## src/rtl/imem_read_arbiter.sv

```systemverilog
// rtl/imem_read_arbiter.sv - fetch/debug read arbiter for the 1-cycle instruction ROM.
// Optional address range checking with err outputs: define IMEM_ARB_RANGE_CHECK_EN.
module imem_read_arbiter #(
  parameter int STARVE_LIMIT = 4,
  parameter int ROM_WORDS    = 256
) (
  input  logic        clk,
  input  logic        reset,
  input  logic        if_req,
  input  logic [31:0] if_addr,
  output logic        if_gnt,
  output logic        if_rvalid,
  output logic [31:0] if_rdata,
  input  logic        dbg_req,
  input  logic [31:0] dbg_addr,
  output logic        dbg_gnt,
  output logic        dbg_rvalid,
  output logic [31:0] dbg_rdata,
  output logic        rom_sel,
  output logic        rom_rd_en,
  output logic [31:0] rom_addr,
  input  logic [31:0] rom_rdata,
  output logic        busy
`ifdef IMEM_ARB_RANGE_CHECK_EN
  ,
  output logic        if_err,
  output logic        dbg_err
`endif
);

  localparam logic       OWNER_IF  = 1'b0;
  localparam logic       OWNER_DBG = 1'b1;
  localparam logic [3:0] LIMIT     = 4'(STARVE_LIMIT);

  if (STARVE_LIMIT < 1 || STARVE_LIMIT > 15 || ROM_WORDS < 1) begin : g_param_check
    $error("imem_read_arbiter: STARVE_LIMIT must be 1..15 and ROM_WORDS >= 1");
  end

  logic        resp_valid;
  logic        resp_owner;
  logic        resp_err;
  logic [3:0]  streak;
  logic        dbg_win;
  logic        any_gnt;
  logic        range_bad;
  logic        rom_access;
  logic [31:0] req_addr;

  // Debug only wins a contended cycle once fetch has used up its streak.
  assign dbg_win  = dbg_req & (~if_req | (streak == LIMIT));
  assign dbg_gnt  = ~reset & dbg_win;
  assign if_gnt   = ~reset & if_req & ~dbg_win;
  assign any_gnt  = if_gnt | dbg_gnt;
  assign req_addr = dbg_gnt ? dbg_addr : if_addr;

`ifdef IMEM_ARB_RANGE_CHECK_EN
  localparam logic [32:0] ROM_BYTES = 33'(ROM_WORDS) * 33'd4;
  assign range_bad = (req_addr[1:0] != 2'b00) | ({1'b0, req_addr} >= ROM_BYTES);
`else
  assign range_bad = 1'b0;
`endif

  assign rom_access = any_gnt & ~range_bad;
  assign rom_sel    = rom_access;
  assign rom_rd_en  = rom_access;
  assign rom_addr   = any_gnt ? req_addr : 32'h0;

  always_ff @(posedge clk) begin
    if (reset) begin
      resp_valid <= 1'b0;
      resp_owner <= OWNER_IF;
      resp_err   <= 1'b0;
      streak     <= 4'd0;
    end else begin
      resp_valid <= any_gnt;
      resp_owner <= dbg_gnt ? OWNER_DBG : OWNER_IF;
      resp_err   <= any_gnt & range_bad;
      if (dbg_gnt || !dbg_req) begin
        streak <= 4'd0;
      end else if (if_gnt && streak != LIMIT) begin
        streak <= streak + 4'd1;
      end
    end
  end

  // The ROM output is only meaningful in the cycle after an accepted, in-range read.
  assign if_rvalid  = ~reset & resp_valid & (resp_owner == OWNER_IF);
  assign dbg_rvalid = ~reset & resp_valid & (resp_owner == OWNER_DBG);
  assign if_rdata   = (if_rvalid & ~resp_err) ? rom_rdata : 32'h0;
  assign dbg_rdata  = (dbg_rvalid & ~resp_err) ? rom_rdata : 32'h0;
  assign busy       = resp_valid;

`ifdef IMEM_ARB_RANGE_CHECK_EN
  assign if_err  = if_rvalid & resp_err;
  assign dbg_err = dbg_rvalid & resp_err;
`endif

endmodule

```

## config.mk

```make
export PLATFORM = sky130hd
export DESIGN_NAME = imem_read_arbiter
export DESIGN_NICKNAME = d
export VERILOG_FILES = /design/src/rtl/imem_read_arbiter.sv
export SDC_FILE = /design/constraint.sdc
export NUM_CORES = 1
export LEC_CHECK = 0
export ABC_AREA = 0
export CAP_MARGIN = 30
export CORE_AREA = 4 4 76 78
export DETAILED_ROUTE_END_ITERATION = 16
export DIE_AREA = 0 0 80 82
export DONT_BUFFER_PORTS = 1
export SETUP_SLACK_MARGIN = 0.05
export SYNTH_ARGS = -nofsm -noshare
export SYNTH_HDL_FRONTEND = slang
export SYNTH_SLANG_ARGS = --single-unit
export TNS_END_PERCENT = 1
```

## constraint.sdc

```tcl
create_clock -name clk -period 3 [get_ports clk]
set_input_delay 0.6 -clock clk [delete_from_list [all_inputs] [get_ports clk]]
set_output_delay 0.6 -clock clk [all_outputs]
set_load 0.05 [all_outputs]
```

==> flow_metrics.tcl <==
set metrics [dict create \
    status "finished, final reports clean" \
    fin_total_pwr_mw 0.509 \
    skew_ps 1.09 \
    netlist_area_um2 1070 \
    antenna_left 0 \
    syn-num-nets 242 \
    antennaDiodeCount 0 \
    ys_warn_count 0 \
    drc 0 \
    post_cts_buffers 0 \
    first_global_vias 1091 \
    hpwl_mm 4.14 \
    gp_congestion 0.708 \
    portBuffers 0 \
    ys.flop_type "dfxtp_1" \
    antenna_found_initial 0 \
    cts_tree "done" \
    ctsResizeCount 0 \
    rrSetupSlack_ps 1860 \
    fill_cells 507 \
    cts.sinks 6 \
    nets 297 \
    routedWlPerCell_um 18.0 \
    slew_violations 0 \
    cp.required_ps 2400 \
    grt_pass1_wl_mm 5.91 \
    cts_buffer_depth 2 \
    fp.dieArea_um2 6560 \
    fin_setup_tns_ps 0 \
    core_area_um2 5070 \
    wirelength_mm 4.73 \
    dr_total_vias 1256 \
    pin_count 203 \
    async_reset_ff_share_pct 0 \
    finalSetupViolations 0 \
    clock_latency_ps 220 \
    fmax_mhz 374 \
    root_buffer "clkbuf_8" \
    gr-total-overflow 0 \
    stdcell_area_um2 2010 \
    syn_inst 140 \
    grt_max_degree 34 \
    p_leak_nw 0.889 \
    cts_buffers 3 \
    htree_levels 1 \
    peakVddDrop_mv 0.238 \
    die_h_um 82 \
    period_minus_slack_ps 2670 \
    crit_fanout 33 \
    powerDensity_nw_per_um2 253 \
    cts_hold_buf 0 \
    viasPerCell 4.78 \
    crit_type "reg2out" \
    synth_edf_count 0 \
    cap_violations 0 \
    drive_gt1_share_pct 40.9 \
    hold_viol 0 \
    hp-class "in2reg" \
    place_area_um2 1970 \
    critPathLaunchType "register" \
    track_usage_pct 11.4 \
    first_pass_iters 4 \
    syn_area_per_cell_um2 7.68 \
    ys_seq_area_share_pct 11.2 \
    arrival_ps 2070 \
    worst_pin_slew_ps 646 \
    clk_pin_slew_ps 40 \
    crit_path_end_kind "output pin" \
    synth_seq_cells 6 \
    start_util_pct 21.2 \
    maxSlewHeadroom_pct 56.9 \
    area_growth_pct 86.7 \
    synthDistinctLibCells 22 \
    rsz0062_at_grt "false" \
    period_share_pct 89.1 \
    rows 26 \
    fp.dieW_um 80 \
    utilization_pct 39.5 \
    drt_iter0_drc 30 \
]
layout make-up:
cell class              instances  area (um^2)  area share, %
repair buffers                 63          873           43.5
clock buffers                   3         41.3           2.06
flip-flops and latches          6          120           5.99
inverters                       5         18.8          0.935
well taps                      70         87.6           4.36
multi-input cells             116          866           43.1
metrics by stage:
| step | worst slack, ps | hold WS [ps] | std cells |
|---|---|---|---|
| final | 326 | 445 | 263 |
| after global routing | 221 | 441 | 263 |
| after CTS | 346 | 439 | 263 |
| after detailed placement | 596 | 451 | 260 |
| after global placement | 641 | 447 | 260 |
| after floorplan | 318 | 430 | 140 |
logic make-up (layout without fill, tap and decap cells):
| kind of cell | Yosys count | in the layout | share of synthesized area [%] |
|---|---|---|---|
| compound gates | 35 | 35 | 30.5 |
| flops | 6 | 6 | 11.2 |
| simple gates | 77 | 77 | 45.2 |
| buf+inv | 18 | 71 | 9.08 |
| xor+xnor | 1 | 1 | 0.815 |
| fa+ha+maj | 2 | 2 | 2.33 |
| mux | 1 | 1 | 0.931 |
critical path, cell delays in order, from the launching register on:
cell	delay [ps]
dfxtp_1	360
inv_1	60
ha_1	240
nand3b_4	120
o211a_2	600
a22o_1	260
buf_4	210
sequential cells by signal, indices dropped and copies added (netlist names):
register and cells:
resp_owner 1, streak 4, busy 1
where the power goes:
part           total [mW]  switching [mW]  internal [mW]
Combinational       0.303           0.225         0.0784
Sequential         0.0837         0.00131         0.0824
Clock               0.122          0.0354         0.0862
Total               0.509           0.262          0.247
cell usage after synthesis, drive strengths merged (2+ instances only):
| library cell | n | area [um^2] |
|---|---|---|
| nor2 | 7 | 26.3 |
| dfxtp | 6 | 120 |
| a211oi | 2 | 27.5 |
| ha | 2 | 25.0 |
| a22o | 32 | 290 |
| clkbuf | 6 | 22.5 |
| buf | 7 | 56.3 |
| inv | 5 | 18.8 |
| and2 | 64 | 400 |
placed cells by master (no fill, tap or decap), drive strengths merged:
cell type	n
a22o	32
nor3b	1
nand3	1
and3	1
inv	5
o211a	1
dfxtp	6
nor4b	1
nor2	7
buf	63
xnor2	1
a211oi	2
nand3b	1
nand4	1
mux2i	1
and2	64
clkbuf	3
ha	2
worst paths after layout:
kind,start,end,depth (start not counted)
hold reg to reg,streak[0]$_SDFFE_PP0P_,streak[0]$_SDFFE_PP0P_,1
setup / recovery,streak[0]$_SDFFE_PP0P_,rom_addr[8],6
setup reg to reg,streak[0]$_SDFFE_PP0P_,streak[3]$_SDFFE_PP0P_,5
hold / removal,reset,busy$_SDFF_PP0_,1
metal layers:
layer	wire length (um)	GRT usage [%]
met1	1540	12.2
met2	2650	21.4
met3	496	2.85
met4	44	4.05
met5	0	0
Power figures use the tool's default switching activity.
